$ cat src/rtl/info_frame_builder_if.sv
// rtl/info_frame_builder_if.sv - staging-write, commit/swap and packet output bundle for the InfoFrame builder
interface info_frame_builder_if;
  logic             wr_en;
  logic [4:0]       wr_addr;
  logic [7:0]       wr_data;
  logic             commit;
  logic             swap;
  logic             busy;
  logic             pending;
  logic             drop;
  logic             valid;
  logic [23:0]      header;
  logic [3:0][55:0] sub;

  modport master (
    output wr_en, wr_addr, wr_data, commit, swap,
    input  busy, pending, drop, valid, header, sub
  );

  modport slave (
    input  wr_en, wr_addr, wr_data, commit, swap,
    output busy, pending, drop, valid, header, sub
  );
endinterface

$ cat src/rtl/info_frame_builder.sv
// rtl/info_frame_builder.sv - double-buffered programmable InfoFrame source with sequential checksum
module info_frame_builder #(
  parameter logic [6:0] INFO_FRAME_TYPE = 7'd2,
  parameter logic [7:0] VERSION         = 8'd2,
  parameter logic [4:0] LENGTH          = 5'd13
) (
  input logic               clk_pixel,
  input logic               reset,
  info_frame_builder_if.slave bus
);

  localparam int LEN = int'(LENGTH);
  localparam logic [23:0] HEADER  = {3'b000, LENGTH, VERSION, 1'b1, INFO_FRAME_TYPE};
  localparam logic [7:0]  HDR_SUM = 8'(HEADER[7:0] + HEADER[15:8] + HEADER[23:16]);

  if (LENGTH < 5'd1 || LENGTH > 5'd27) begin : g_bad_length
    $error("info_frame_builder: LENGTH must be in 1..27");
  end

  typedef enum logic [1:0] {S_IDLE, S_SUM, S_PENDING} state_e;

  state_e           state_q;
  logic [4:0]       idx_q;
  logic [7:0]       acc_q;
  logic [LEN:1][7:0] stg_q;
  logic [27:0][7:0] act_q;
  logic             busy_q;
  logic             pending_q;
  logic             drop_q;
  logic             valid_q;
  logic [7:0]       stg_sel;
  logic             wr_legal;

  assign wr_legal = (bus.wr_addr >= 5'd1) && (bus.wr_addr <= LENGTH);

  always_comb begin
    stg_sel = 8'h00;
    for (int i = 1; i <= LEN; i++) begin
      if (idx_q == 5'(i)) stg_sel = stg_q[i];
    end
  end

  always_ff @(posedge clk_pixel) begin
    if (reset) begin
      state_q   <= S_IDLE;
      idx_q     <= 5'd0;
      acc_q     <= 8'h00;
      stg_q     <= '0;
      act_q     <= '0;
      busy_q    <= 1'b0;
      pending_q <= 1'b0;
      drop_q    <= 1'b0;
      valid_q   <= 1'b0;
    end else begin
      drop_q <= 1'b0;
      case (state_q)
        S_IDLE: begin
          // A write coinciding with commit lands before SUM starts reading.
          if (bus.wr_en) begin
            if (wr_legal) begin
              for (int i = 1; i <= LEN; i++) begin
                if (bus.wr_addr == 5'(i)) stg_q[i] <= bus.wr_data;
              end
            end else begin
              drop_q <= 1'b1;
            end
          end
          if (bus.commit) begin
            state_q <= S_SUM;
            idx_q   <= 5'd1;
            acc_q   <= HDR_SUM;
            busy_q  <= 1'b1;
          end
        end
        S_SUM: begin
          drop_q <= bus.wr_en;
          acc_q  <= acc_q + stg_sel;
          idx_q  <= idx_q + 5'd1;
          if (idx_q == LENGTH) begin
            state_q   <= S_PENDING;
            pending_q <= 1'b1;
          end
        end
        S_PENDING: begin
          drop_q <= bus.wr_en;
          if (bus.swap) begin
            act_q[0] <= 8'h00 - acc_q;
            for (int i = 1; i <= LEN; i++) act_q[i] <= stg_q[i];
            for (int i = LEN + 1; i <= 27; i++) act_q[i] <= 8'h00;
            valid_q   <= 1'b1;
            busy_q    <= 1'b0;
            pending_q <= 1'b0;
            state_q   <= S_IDLE;
          end
        end
        default: state_q <= S_IDLE;
      endcase
    end
  end

  assign bus.header  = HEADER;
  assign bus.busy    = busy_q;
  assign bus.pending = pending_q;
  assign bus.drop    = drop_q;
  assign bus.valid   = valid_q;

  for (genvar g = 0; g < 4; g++) begin : g_sub
    assign bus.sub[g] = act_q[7*g+6 -: 7];
  end

endmodule

$ cat src/flat_wrapper.sv
// flat-port wrapper written by rule: the top's interface ports become plain ports
module info_frame_builder_flat 
#(
  parameter logic [6:0] INFO_FRAME_TYPE = 7'd2,
  parameter logic [7:0] VERSION         = 8'd2,
  parameter logic [4:0] LENGTH          = 5'd13
)
  (clk_pixel, reset, bus_wr_en, bus_wr_addr, bus_wr_data, bus_commit, bus_swap, bus_busy, bus_pending, bus_drop, bus_valid, bus_header, bus_sub);
  info_frame_builder_if bus_i ();
  input logic clk_pixel;
  input logic reset;
  input wire logic [$bits(bus_i.wr_en)-1:0] bus_wr_en;
  input wire logic [$bits(bus_i.wr_addr)-1:0] bus_wr_addr;
  input wire logic [$bits(bus_i.wr_data)-1:0] bus_wr_data;
  input wire logic [$bits(bus_i.commit)-1:0] bus_commit;
  input wire logic [$bits(bus_i.swap)-1:0] bus_swap;
  output wire logic [$bits(bus_i.busy)-1:0] bus_busy;
  output wire logic [$bits(bus_i.pending)-1:0] bus_pending;
  output wire logic [$bits(bus_i.drop)-1:0] bus_drop;
  output wire logic [$bits(bus_i.valid)-1:0] bus_valid;
  output wire logic [$bits(bus_i.header)-1:0] bus_header;
  output wire logic [$bits(bus_i.sub)-1:0] bus_sub;
  assign bus_i.wr_en = bus_wr_en;
  assign bus_i.wr_addr = bus_wr_addr;
  assign bus_i.wr_data = bus_wr_data;
  assign bus_i.commit = bus_commit;
  assign bus_i.swap = bus_swap;
  assign bus_busy = bus_i.busy;
  assign bus_pending = bus_i.pending;
  assign bus_drop = bus_i.drop;
  assign bus_valid = bus_i.valid;
  assign bus_header = bus_i.header;
  assign bus_sub = bus_i.sub;
  info_frame_builder #(.INFO_FRAME_TYPE(INFO_FRAME_TYPE), .VERSION(VERSION), .LENGTH(LENGTH)) u_core (.clk_pixel(clk_pixel), .reset(reset), .bus(bus_i));
endmodule
$ cat config.mk
export PLATFORM = sky130hd
export DESIGN_NAME = info_frame_builder_flat
export DESIGN_NICKNAME = d
export VERILOG_FILES = /design/src/rtl/info_frame_builder_if.sv /design/src/rtl/info_frame_builder.sv /design/src/flat_wrapper.sv
export SDC_FILE = /design/constraint.sdc
export NUM_CORES = 1
export LEC_CHECK = 0
export CAP_MARGIN = 10
export CORE_MARGIN = 4
export CORE_UTILIZATION = 50
export CTS_CLUSTER_DIAMETER = 200
export DETAILED_ROUTE_END_ITERATION = 10
export PLACE_DENSITY = 0.81
export SYNTH_ARGS = -nofsm -noshare
export SYNTH_HDL_FRONTEND = slang
export SYNTH_SLANG_ARGS = --single-unit
$ cat constraint.sdc
create_clock -name clk_pixel -period 4.8 [get_ports clk_pixel]
set_input_delay 0.48 -clock clk_pixel [delete_from_list [all_inputs] [get_ports clk_pixel]]
set_output_delay 0.48 -clock clk_pixel [all_outputs]
set_load 0.05 [all_outputs]
==> flow_summary_export.csv <==
group,metric,value,unit
critical_path,end_kind,"flop",
routing,wl_per_cell,17.0,um
routing,dr.pass1.iters,6,
critical_path,critPathKind,"flop to flop",
timing,clock_skew,0.0140,ns
flow_run,drv_cap,0,
yosys,ys_warn_count,0,
timing,setup_violations,0,
placed_design,dpl-instance-area,0.0120,mm2
cells_and_area,final_cell_mix,"260 x nand2_1, 235 x dfxtp_1, 156 x a21oi_1",
pwr,irDropWorstVdd,0.000271,V
floorplan,dieArea,0.0247,mm2
clocking,cts_buffers,25,
outcome,status,"finished clean",
timing,worst_slew_pin_slew,1.13,ns
timing,slew_headroom,24.8,%
clocking,hold_buffers,0,
placed_design,place.gp.congestion,0.941,
floorplan,start_util,50.9,%
grt,grt_pass1_vias,8577,
cells_and_area,final_area,0.0127,mm2
timing,period_needed,4.41,ns
cells_and_area,area_delta_synth_final,14.5,%
clocking,cts_tree,"done",
clocking,cts_sinks,235,
clocking,htreeDepth,1,
grt,grt_max_degree,122,
timing,period_share,91.8,%
pwr,power_density,345,mW/mm2
cells_and_area,final_common_cell,"nand2_1",
cells_and_area,diodes,0,
clocking,clock_latency,0.52,ns
grt,grt_antenna_before_repair,0,
routing,wirelength,29200,um
floorplan,fp.dieW,157,um
placed_design,port_buffers,133,
clocking,cts_setup_buffers,0,
clocking,clkTransAtPathRegs,0.06,ns
timing,hold_viol,0,
timing,drv_slew,0,
yosys,synthArstFlopShare,0,%
floorplan,io_pins,270,
yosys,synth_seq_area_share,42.4,%
clocking,clock_path_buffers,3,
placed_design,hpwl,21000,um
yosys,synth_area_per_cell,8.23,um2
yosys,synth_seq_cells,235,
yosys,synth_top_area_cell,"dfxtp_1",
clocking,cts-resized-gates,0,
yosys,syn-instance-count,1350,
pwr,leakage,0.00497,uW
critical_path,startpoint_type,"flop",
yosys,ys_types,72,
min_path,hold_class,"flop to flop",
cells_and_area,multi_input_area,0.00546,mm2
routing,drt_iter0_markers,689,
grt,grt_overflow_total,0,
timing,grt_setup_unrepaired,"false",
grt,grtUsageTotal,23.0,%
yosys,syn-cell-area,0.0111,mm2
routing,via_per_inst,5.29,
routing,drc,0,
floorplan,fp-row-count,54,
critical_path,cp_max_fo,20,
pwr,finalPower,4390,uW
yosys,yosys-top-cells-area,"dfxtp_1 42%, mux2i_1 9.5%, buf_4 9.3%",
timing,tns,0,ns
floorplan,core_region_area,0.0218,mm2
yosys,synth_top_area_share,42.4,%
cells_and_area,seq_area,0.00470,mm2
critical_path,worstPathArrival,4.84,ns
timing,timing.fmax,227,MHz
critical_path,critical_path_required,5.23,ns
cells_and_area,design.final.nets,1460,
floorplan,die_y,157,um
routing,num_vias,9102,
clocking,clockRootBuffer,"clkbuf_16",
cells_and_area,fillers,1934,
yosys,synth_edf_count,0,
routing,postRouteAntennaNets,0,
cells_and_area,drive_gt1_share,4.02,%
yosys,ys.flop_type,"dfxtp_1",
grt,grt_pass1_wl,46300,um
## cells in the mapped netlist (5+ instances only)
cell      number
nand2_1      261
dfxtp_1      235
a21oi_1      156
nor2_1       148
buf_4        137
mux2i_1      105
clkbuf_1      63
buf_2         17
o21ai_0       17
ha_1          16
inv_1         16
nor2b_1        8
xnor2_1        8
a221oi_1       7
and3_1         7
nand2b_1       7
nand3_1        7
nor3_1         7
o211ai_1       7
o21a_1         7
o22ai_1        7
a211oi_1       6
buf_1          6
or3_1          6
a22oi_1        5
## kinds of logic after synthesis
kind of cell    Yosys count  share of synthesized area [%]
simple gates            488                           18.8
xor+xnor                 12                          0.946
other cells               2                         0.0676
flops                   235                           42.4
buf+inv                 242                           13.1
compound gates          249                           13.2
fa+ha+maj                17                           1.98
mux                     105                           9.46
## per-stage QoR
stage	utilization (%)	hold WS (ns)	setup WS (ns)	cells
after floorplan	-	0.439	1.38	1484
after global placement	54.8	0.443	0.563	1678
after detailed placement	54.8	0.449	0.456	1678
after CTS	58.3	0.457	0.434	1722
after global routing	58.3	0.471	0.0957	1722
final	58.3	0.453	0.395	1722
## area by class of cell
| cell class | count | area share, % |
|---|---|---|
| clock buffers | 36 | 5.32 |
| clock inverters | 8 | 0.610 |
| inverters | 16 | 0.472 |
| multi-input cells | 1007 | 42.9 |
| flip-flops and latches | 235 | 37.0 |
| well taps | 280 | 2.75 |
| repair buffers | 140 | 11.0 |
## layer usage
layer,routed length [um],track usage (%),vias up
li1,-,-,4402
met1,12100,30.3,4303
met2,14200,39.4,332
met3,1980,3.08,65
met4,847,7.13,0
met5,0,0,-
## path summary, 6_finish.rpt
path         slack [ns]  cells after the start                             from                         endpoint
max                0.39                     14     u_core.idx_q[0]$_SDFFE_PP0P_     u_core.acc_q[7]$_SDFFE_PP0P_
min                0.45                      2  u_core.bus.sub[43]$_SDFFE_PP0P_  u_core.bus.sub[43]$_SDFFE_PP0P_
max reg2reg        0.39                     14     u_core.idx_q[0]$_SDFFE_PP0P_     u_core.acc_q[7]$_SDFFE_PP0P_
min reg2reg        0.45                      2  u_core.bus.sub[43]$_SDFFE_PP0P_  u_core.bus.sub[43]$_SDFFE_PP0P_
## worst max-delay path, cell delays in order, from the launching register on
cell and delay (ns):
dfxtp_1 0.36, inv_1 0.10, ha_1 0.59, inv_1 0.43
a31oi_1 0.28, o21ai_0 0.10, a221oi_1 0.43, a2bb2oi_1 0.28
a21oi_1 0.11, ha_1 0.35, o21a_1 0.23, a2111oi_2 0.50
nor3_1 0.12, o211a_1 0.25, nor4_2 0.19
## flip-flops by register name, indices dropped and copies added, names as in the netlist
register,flops
u_core.state_q,2
u_core.bus.pending,1
u_core.bus.drop,1
u_core.bus.sub,112
u_core.bus.valid,1
u_core.acc_q,8
u_core.idx_q,5
u_core.stg_q,104
u_core.bus.busy,1
## power by group
| group | internal [uW] | switching, uW |
|---|---|---|
| registers | 1970 | 23.8 |
| logic | 113 | 479 |
| clock network | 1030 | 769 |
| total | 3120 | 1270 |
No activity file was read; power rests on OpenSTA's default activity.
